[config.mk]
export PLATFORM = sky130hd
export DESIGN_NAME = pc_fetch_unit
export DESIGN_NICKNAME = d
export VERILOG_FILES = /design/src/rtl/pc_fetch_unit.sv
export SDC_FILE = /design/constraint.sdc
export NUM_CORES = 1
export LEC_CHECK = 0
export ABC_AREA = 1
export ABC_CLOCK_PERIOD_IN_PS = 3200
export CAP_MARGIN = 20
export CORE_AREA = 10 10 134 136
export DETAILED_ROUTE_END_ITERATION = 10
export DIE_AREA = 0 0 144 146
export PLACE_DENSITY = 0.87
export SKIP_CTS_REPAIR_TIMING = 1
export SYNTH_ARGS = -nofsm -noshare
export SYNTH_HDL_FRONTEND = slang
export SYNTH_HIERARCHICAL = 1
export SYNTH_SLANG_ARGS = --single-unit
[constraint.sdc]
create_clock -name clk -period 3.2 [get_ports clk]
set_clock_uncertainty 0.05 [all_clocks]
set_input_delay 0.48 -clock clk [delete_from_list [all_inputs] [get_ports clk]]
set_output_delay 0.48 -clock clk [all_outputs]
set_load 0.01 [all_outputs]
[src/rtl/pc_fetch_unit.sv]
// Instruction fetch unit: owns the PC, requests instruction words and holds each one until the core retires it.
// Optional macro PC_MISALIGN_CHECK_EN traps misaligned targets into a sticky fault and a terminal HALT state.

module pc_fetch_unit #(
    parameter int unsigned          WIDTH    = 32,
    parameter logic [WIDTH-1:0]     RESET_PC = 32'h0000_0000
) (
    input  logic             clk,
    input  logic             rst,
    output logic             imem_req,
    output logic [WIDTH-1:0] imem_addr,
    input  logic             imem_ready,
    input  logic [WIDTH-1:0] imem_rdata,
    output logic [WIDTH-1:0] instruction,
    output logic             instruction_valid,
    input  logic             advance,
    input  logic             mux_pc_signal,
    input  logic             mux_jalr,
    input  logic [WIDTH-1:0] imm,
    input  logic [WIDTH-1:0] rs1_data,
    output logic [WIDTH-1:0] pc,
    output logic [WIDTH-1:0] pc_plus4,
    output logic             misaligned_fault
);

    typedef enum logic [1:0] {
        FETCH = 2'b00,
        HOLD  = 2'b01,
        HALT  = 2'b10
    } state_t;

    localparam logic [WIDTH-1:0] NOP_WORD   = WIDTH'(32'h0000_0013);
    localparam logic [WIDTH-1:0] FOUR       = WIDTH'(32'd4);
    localparam logic [WIDTH-1:0] ALIGN_MASK = ~WIDTH'(32'd3);

    state_t           state_r;
    state_t           state_nxt_s;
    logic [WIDTH-1:0] pc_r;
    logic [WIDTH-1:0] pc_nxt_s;
    logic [WIDTH-1:0] instr_r;
    logic [WIDTH-1:0] instr_nxt_s;
    logic             valid_r;
    logic             valid_nxt_s;
    logic             fault_r;
    logic             fault_nxt_s;
    logic             req_r;
    logic             req_nxt_s;
    logic [WIDTH-1:0] jalr_sum_s;
    logic [WIDTH-1:0] next_pc_raw_s;
    logic [WIDTH-1:0] next_pc_s;
    logic             misaligned_s;

    // Branch target selection; jalr wins over pc-relative, all sums wrap modulo 2^WIDTH.
    always_comb begin
        jalr_sum_s = rs1_data + imm;
        if (mux_jalr) begin
            next_pc_raw_s = {jalr_sum_s[WIDTH-1:1], 1'b0};
        end else if (mux_pc_signal) begin
            next_pc_raw_s = pc_r + imm;
        end else begin
            next_pc_raw_s = pc_r + FOUR;
        end
    end

`ifdef PC_MISALIGN_CHECK_EN
    // Misaligned targets are reported rather than silently rounded.
    always_comb begin
        next_pc_s    = next_pc_raw_s;
        misaligned_s = |next_pc_raw_s[1:0];
    end
`else
    // Without the check the target is forced word-aligned and HALT is never entered.
    always_comb begin
        next_pc_s    = next_pc_raw_s & ALIGN_MASK;
        misaligned_s = 1'b0;
    end
`endif

    // Next-state and next-output computation for the fetch FSM.
    always_comb begin
        state_nxt_s = state_r;
        pc_nxt_s    = pc_r;
        instr_nxt_s = instr_r;
        valid_nxt_s = valid_r;
        fault_nxt_s = fault_r;
        case (state_r)
            FETCH: begin
                if (imem_ready) begin
                    instr_nxt_s = imem_rdata;
                    valid_nxt_s = 1'b1;
                    state_nxt_s = HOLD;
                end else begin
                    valid_nxt_s = 1'b0;
                    state_nxt_s = FETCH;
                end
            end
            HOLD: begin
                if (advance) begin
                    valid_nxt_s = 1'b0;
                    if (misaligned_s) begin
                        fault_nxt_s = 1'b1;
                        state_nxt_s = HALT;
                    end else begin
                        pc_nxt_s    = next_pc_s;
                        state_nxt_s = FETCH;
                    end
                end else begin
                    state_nxt_s = HOLD;
                end
            end
            HALT: begin
                valid_nxt_s = 1'b0;
                state_nxt_s = HALT;
            end
            default: begin
                valid_nxt_s = 1'b0;
                state_nxt_s = FETCH;
            end
        endcase
        req_nxt_s = (state_nxt_s == FETCH);
    end

    // State and output registers; reset overrides advance and imem_ready on the same edge.
    always_ff @(posedge clk) begin
        if (rst) begin
            state_r <= FETCH;
            pc_r    <= RESET_PC;
            instr_r <= NOP_WORD;
            valid_r <= 1'b0;
            fault_r <= 1'b0;
            req_r   <= 1'b1;
        end else begin
            state_r <= state_nxt_s;
            pc_r    <= pc_nxt_s;
            instr_r <= instr_nxt_s;
            valid_r <= valid_nxt_s;
            fault_r <= fault_nxt_s;
            req_r   <= req_nxt_s;
        end
    end

    assign imem_req          = req_r;
    assign imem_addr         = pc_r;
    assign pc                = pc_r;
    assign pc_plus4          = pc_r + FOUR;
    assign instruction       = instr_r;
    assign instruction_valid = valid_r;
    assign misaligned_fault  = fault_r;

    pc_fetch_unit_checker #(.WIDTH(WIDTH)) u_checker (
        .clk               (clk),
        .rst               (rst),
        .imem_req          (imem_req),
        .instruction_valid (instruction_valid),
        .advance           (advance),
        .pc                (pc),
        .instruction       (instruction),
        .misaligned_fault  (misaligned_fault)
    );

endmodule

// Protocol invariants of the fetch unit, kept apart from the datapath.
module pc_fetch_unit_checker #(
    parameter int unsigned WIDTH = 32
) (
    input logic             clk,
    input logic             rst,
    input logic             imem_req,
    input logic             instruction_valid,
    input logic             advance,
    input logic [WIDTH-1:0] pc,
    input logic [WIDTH-1:0] instruction,
    input logic             misaligned_fault
);

    a_req_valid_exclusive: assert property (@(posedge clk) disable iff (rst)
        !(imem_req && instruction_valid));

    a_hold_stable: assert property (@(posedge clk) disable iff (rst)
        (instruction_valid && !advance) |=> ($stable(pc) && $stable(instruction)));

`ifndef PC_MISALIGN_CHECK_EN
    a_no_fault: assert property (@(posedge clk) disable iff (rst) !misaligned_fault);
`endif

endmodule

==> results of run 1 <==
-- power by group --
group | switching [mW] | internal (mW) | leakage, nW | total (mW)
registers | 0.0671 | 0.884 | 0.545 | 0.951
logic | 0.828 | 0.609 | 4.49 | 1.44
clock network | 0.455 | 0.538 | 0.135 | 0.993
-- state kept, by name (all words and copies together) (netlist names) --
register and cells:
state_r 2, instruction_valid 1, instruction 32, imem_addr 30, imem_req 1
-- cell type report --
cell class	instances	area (sq um)	area share
Multi-Input combinational cell	1082	5580	0.527
Timing Repair Buffer	247	2430	0.229
Sequential cell	66	1320	0.125
Inverter	195	732	0.0691
Tap cell	192	240	0.0227
Clock buffer	9	225	0.0213
Clock inverter	7	61.3	0.00579
-- Yosys cell counts (all sizes together), types with 2 or more instances --
cell type	count	area, sq um
ha	60	751
o21bai	12	90.1
or2	3	18.8
nand3	112	581
clkbuf	22	86.3
nor2	177	707
nor3	27	171
a31oi	8	50.1
o21ai	103	515
dfxtp	66	1320
nand4	14	87.6
inv	194	728
o21a	2	15.0
xnor2	8	70.1
nand3b	9	67.6
a21oi	99	495
and2	2	12.5
buf	44	314
o211ai	8	60.1
nand2	388	1470
xor2	32	280
a21o	6	45.0
-- cells by family (layout without fill, tap and decap cells) --
| kind of cell | count (synthesis) | after routing | synth area share |
|---|---|---|---|
| flops | 66 | 66 | 0.165 |
| xor+xnor | 40 | 40 | 0.0438 |
| buf+inv | 261 | 458 | 0.142 |
| simple gates | 733 | 733 | 0.391 |
| other cells | 1 | 7 | 0.000469 |
| fa+ha+maj | 61 | 61 | 0.0964 |
| compound gates | 241 | 241 | 0.162 |
-- layer usage --
metal  vias to the layer above  part of all wire  track usage
li1                       4891                 -            -
met5                         -                 0            0
met4                         0             0.026       0.0914
met2                       454              0.46        0.510
met3                        63              0.10       0.0607
met1                      4542              0.41        0.414
-- how the worst max path moves through the flow --
stage	to	depth (start not counted)
2_1_floorplan	imem_addr[20]	16
3_3_place_gp	imem_addr[28]	17
3_5_place_dp	imem_addr[28]	17
4_1_cts	pc_plus4[22]	8
5_1_grt	pc_plus4[22]	7
6_report	pc_plus4[27]	7
-- metrics by stage --
step	hold WS (ns)	worst slack [ns]	utilization	instance area, sq um	power (mW)
after floorplan	0.360	1.09	-	8020	1.77
after global placement	0.372	0.265	0.665	10300	2.36
after detailed placement	0.380	0.242	0.665	10300	2.37
after CTS	0.388	0.0374	0.683	10600	3.36
after global routing	0.414	0.00813	0.684	10600	3.56
final	0.390	0.117	0.684	10600	3.38
==> flow_summary.json, run 1 <==
{
  "crit_top_cell": "nor2_1",
  "final_cell_mix": "nand2_1 (383), clkdlybuf4s50_1 (225), inv_1 (190)",
  "p_leak_nw": 5.16,
  "cts.sinks": 66,
  "grt_max_degree": 42,
  "path_clk_slew_ns": 0.07,
  "ir_drop_v": 0.000287,
  "synth-seq-cells": 66,
  "vias": 9950,
  "r2r-end": "imem_addr[28]",
  "crit_fanout": 7,
  "wl_per_cell_microns": 18.8,
  "setup_viol": 0,
  "grt_pass1_wl_mm": 52.2,
  "slowest_delay_ns": 0.61,
  "relSlewSlack": 0.638,
  "totalWireLength_mm": 33.9,
  "yosysSeqAreaShare": 0.165,
  "powerDensity_mw_per_mm2": 319,
  "critPathTopFamily": "simple AND/OR/NAND/NOR gates",
  "yosysWarnings": 6,
  "cp-startpoint": "imem_addr[9]",
  "crit_buf_inv": 1,
  "route.detailed.drc": 0,
  "cp_cell_sequence": "nand2_2 > nor2_1 > nand4_1 > nor2_1 > nand2_1 > xor2_1 > clkdlybuf4s50_1",
  "syn-mean-instance-area_sq_um": 5.70,
  "initial_core_util": 0.517,
  "boundaryPins": 233,
  "arrival_ns": 2.55,
  "ant_nets": 0,
  "dieHeight_microns": 146,
  "syn_inst": 1403,
  "netlist_area_sq_mm": 0.00800,
  "fin_crit_ns": 3.08,
  "status": "finished clean",
  "worst_setup_path_start_kind": "flip-flop",
  "hp-class": "reg -> reg",
  "fill_cells": 1441,
  "clockRootBuffer": "clkbuf_16",
  "post_synth_num_cell_types": 41,
  "hold_violations": 0,
  "slowest_stage": "clkdlybuf4s50_1",
  "place.gp.congestion": 1.00,
  "cts_buffers": 9,
  "dr.pass1.iters": 6,
  "hold-path-cell-count": 1,
  "grt_pass1_vias": 9548,
  "min_from": "state_r[0]",
  "synth_edf_count": 0,
  "fmax_mhz": 324,
  "r2r_start": "imem_addr[2]",
  "async_reset_ff_frac": 0,
  "rr_worst_depth": 16,
  "grt.overflow.total": 0,
  "core_sq_mm": 0.0155,
  "worstMarginPinSlew_ns": 0.541,
  "grtUsageTotal": 0.316,
  "timing.final.crit_share": 0.964,
  "drt-initial-drc-count": 1066,
  "rows": 46,
  "htreeDepth": 3,
  "antenna_found_initial": 0,
  "final_common_cell": "nand2_1",
  "viasPerCell": 5.53,
  "dp_cells": 1782,
  "min_to": "state_r[1]",
  "cts_tree": "built",
  "dieWidth_microns": 144,
  "finalNonFillerCells": 1798,
  "clock_latency_ns": 0.36,
  "io_buffer_count": 225,
  "rrSetupSlack_ns": 0.71,
  "final_nets": 1764,
  "area_growth_pct": 32.4,
  "tns_ns": 0,
  "dieArea_sq_mm": 0.0210,
  "slew_viol_final": 0,
  "ys.flop_type": "dfxtp_1",
  "worstPathRequired_ns": 2.67,
  "hpwl_mm": 28.3,
  "rsz0062_at_grt": "false",
  "max-cap-violations": 0,
  "drive_gt1_frac": 0.0448,
  "crit_type": "reg -> out",
  "crit_path_end_kind": "primary output",
  "antenna_cells": 0,
  "clock_path_buffers": 2
}
No activity file was read; power rests on OpenSTA's default activity.
==> run 2, diff against run 1 <==
Settings changed: ABC_CLOCK_PERIOD_IN_PS 3200 to not set, CORE_AREA 10 10 134 136 to 10 10 145 147, DIE_AREA 0 0 144 146 to 0 0 155 157, PLACE_DENSITY 0.87 to 0.75.
==> flow_summary.json, run 2 (synthesis results as in run 1) <==
{
  "cts_buffers": 9,
  "area_growth_pct": 32.7,
  "grt_pass1_wl_mm": 51.1,
  "clockRootBuffer": "clkbuf_16",
  "place.gp.congestion": 1.04,
  "antenna_found_initial": 0,
  "rsz0062_at_grt": "false",
  "clock_path_buffers": 2,
  "hp-class": "reg -> reg",
  "final_area_sq_mm": 0.0106,
  "ant_nets": 0,
  "largest_reg_flops": 32,
  "rows": 50,
  "routed-wl-met2_mm": 15.5,
  "max-cap-violations": 0,
  "dpl-instance-area_sq_mm": 0.0103,
  "clock_latency_ns": 0.35,
  "route.detailed.drc": 0,
  "cts.sinks": 66,
  "min_from": "state_r[0]",
  "crit_path_end_kind": "primary output",
  "worstPathRequired_ns": 2.67,
  "totalWireLength_mm": 34.2,
  "hpwl_mm": 28.4,
  "fmax_mhz": 317,
  "worstMarginPinSlew_ns": 0.614,
  "holdWs_ns": 0.387,
  "relSlewSlack": 0.589,
  "grt.overflow.total": 0,
  "core_sq_mm": 0.0183,
  "antenna_cells": 0,
  "drive_gt1_frac": 0.0419,
  "dieHeight_microns": 157,
  "grt_max_degree": 42,
  "timing.final.crit_share": 0.985,
  "cts_tree": "built",
  "wirelength_met1_mm": 14.1,
  "final_cell_mix": "nand2_1 (383), clkdlybuf4s50_1 (225), inv_1 (190)",
  "initial_core_util": 0.436,
  "viasPerCell": 5.40,
  "vias": 9898,
  "dr.pass1.iters": 6,
  "cp-startpoint": "imem_addr[9]",
  "crit_type": "reg -> out",
  "setup_viol": 0,
  "final_nets": 1758,
  "grtUsageTotal": 0.268,
  "dieWidth_microns": 155,
  "ir_drop_v": 0.000212,
  "htreeDepth": 3,
  "final_common_cell": "nand2_1",
  "fin_crit_ns": 3.15,
  "routed.top_layer": "met4",
  "hold_violations": 0,
  "wl_per_cell_microns": 18.6,
  "grt_pass1_vias": 9055,
  "arrival_ns": 2.62,
  "crit_fanout": 5,
  "slew_viol_final": 0,
  "r2r_start": "imem_addr[9]",
  "boundaryPins": 233,
  "worst_setup_path_start_kind": "flip-flop",
  "p_leak_nw": 5.13,
  "status": "finished clean",
  "powerDensity_mw_per_mm2": 322,
  "io_buffer_count": 225,
  "dieArea_sq_mm": 0.0243,
  "drt-initial-drc-count": 993,
  "dr_wl_met3_mm": 3.84,
  "path_clk_slew_ns": 0.06
}
-- run 2: cell count changes in the layout (fill, tap and decap cells not counted), sizes merged --
| cell | change |
|---|---|
| bufinv | +1 |
| inv | -2 |
| buf | -6 |
| clkinvlp | -1 |
| clkinv | +2 |
-- run 2: per-stage QoR --
| stage | TNS, ns | utilization | instances | setup WS [ns] | power [mW] |
|---|---|---|---|---|---|
| 2_1_floorplan | 0 | - | 1409 | 1.09 | 1.77 |
| 3_3_place_gp | 0 | 0.562 | 1818 | 0.294 | 2.36 |
| 3_5_place_dp | 0 | 0.562 | 1818 | 0.257 | 2.36 |
| 4_1_cts | -0.0273 | 0.578 | 1834 | -0.0273 | 3.41 |
| 5_1_grt | 0 | 0.579 | 1834 | 0.000677 | 3.62 |
| 6_report | 0 | 0.579 | 1834 | 0.0483 | 3.42 |
-- run 2: final timing paths --
path / endpoint / slack (ns) / depth (start not counted)
setup reg to reg: imem_addr[30] / 0.71 / 14
hold reg to reg: state_r[1] / 0.39 / 1
setup / recovery: pc_plus4[14] / 0.05 / 7
hold / removal: state_r[1] / 0.39 / 1
-- run 2: where the power goes --
| part | internal, mW | switching, mW |
|---|---|---|
| combinational | 0.604 | 0.819 |
| clock | 0.609 | 0.431 |
| sequential | 0.884 | 0.0744 |
| total | 2.10 | 1.32 |
-- run 2: routing by layer --
metal	up-vias	GRT usage
li1	4881	-
met1	4482	0.355
met2	483	0.423
met3	52	0.0650
met4	0	0.0747
met5	-	0
-- run 2: cell type report --
cell class                 count  area, sq um
clock buffer                   9          225
clock inverter                 7         77.6
fill                        1881         7720
inverter                     195          732
multi-input combinational   1082         5580
sequential                    66         1320
tap                          234          293
timing repair buffer         241         2380
-- run 2: critical path, cell delays in order, from the launching register on --
cell	delay, ns
dfxtp_1	0.50
buf_4	0.20
nand2_1	0.08
nor2_1	0.21
nand2_1	0.15
nor2_2	0.23
xor2_1	0.31
clkdlybuf4s50_1	0.61
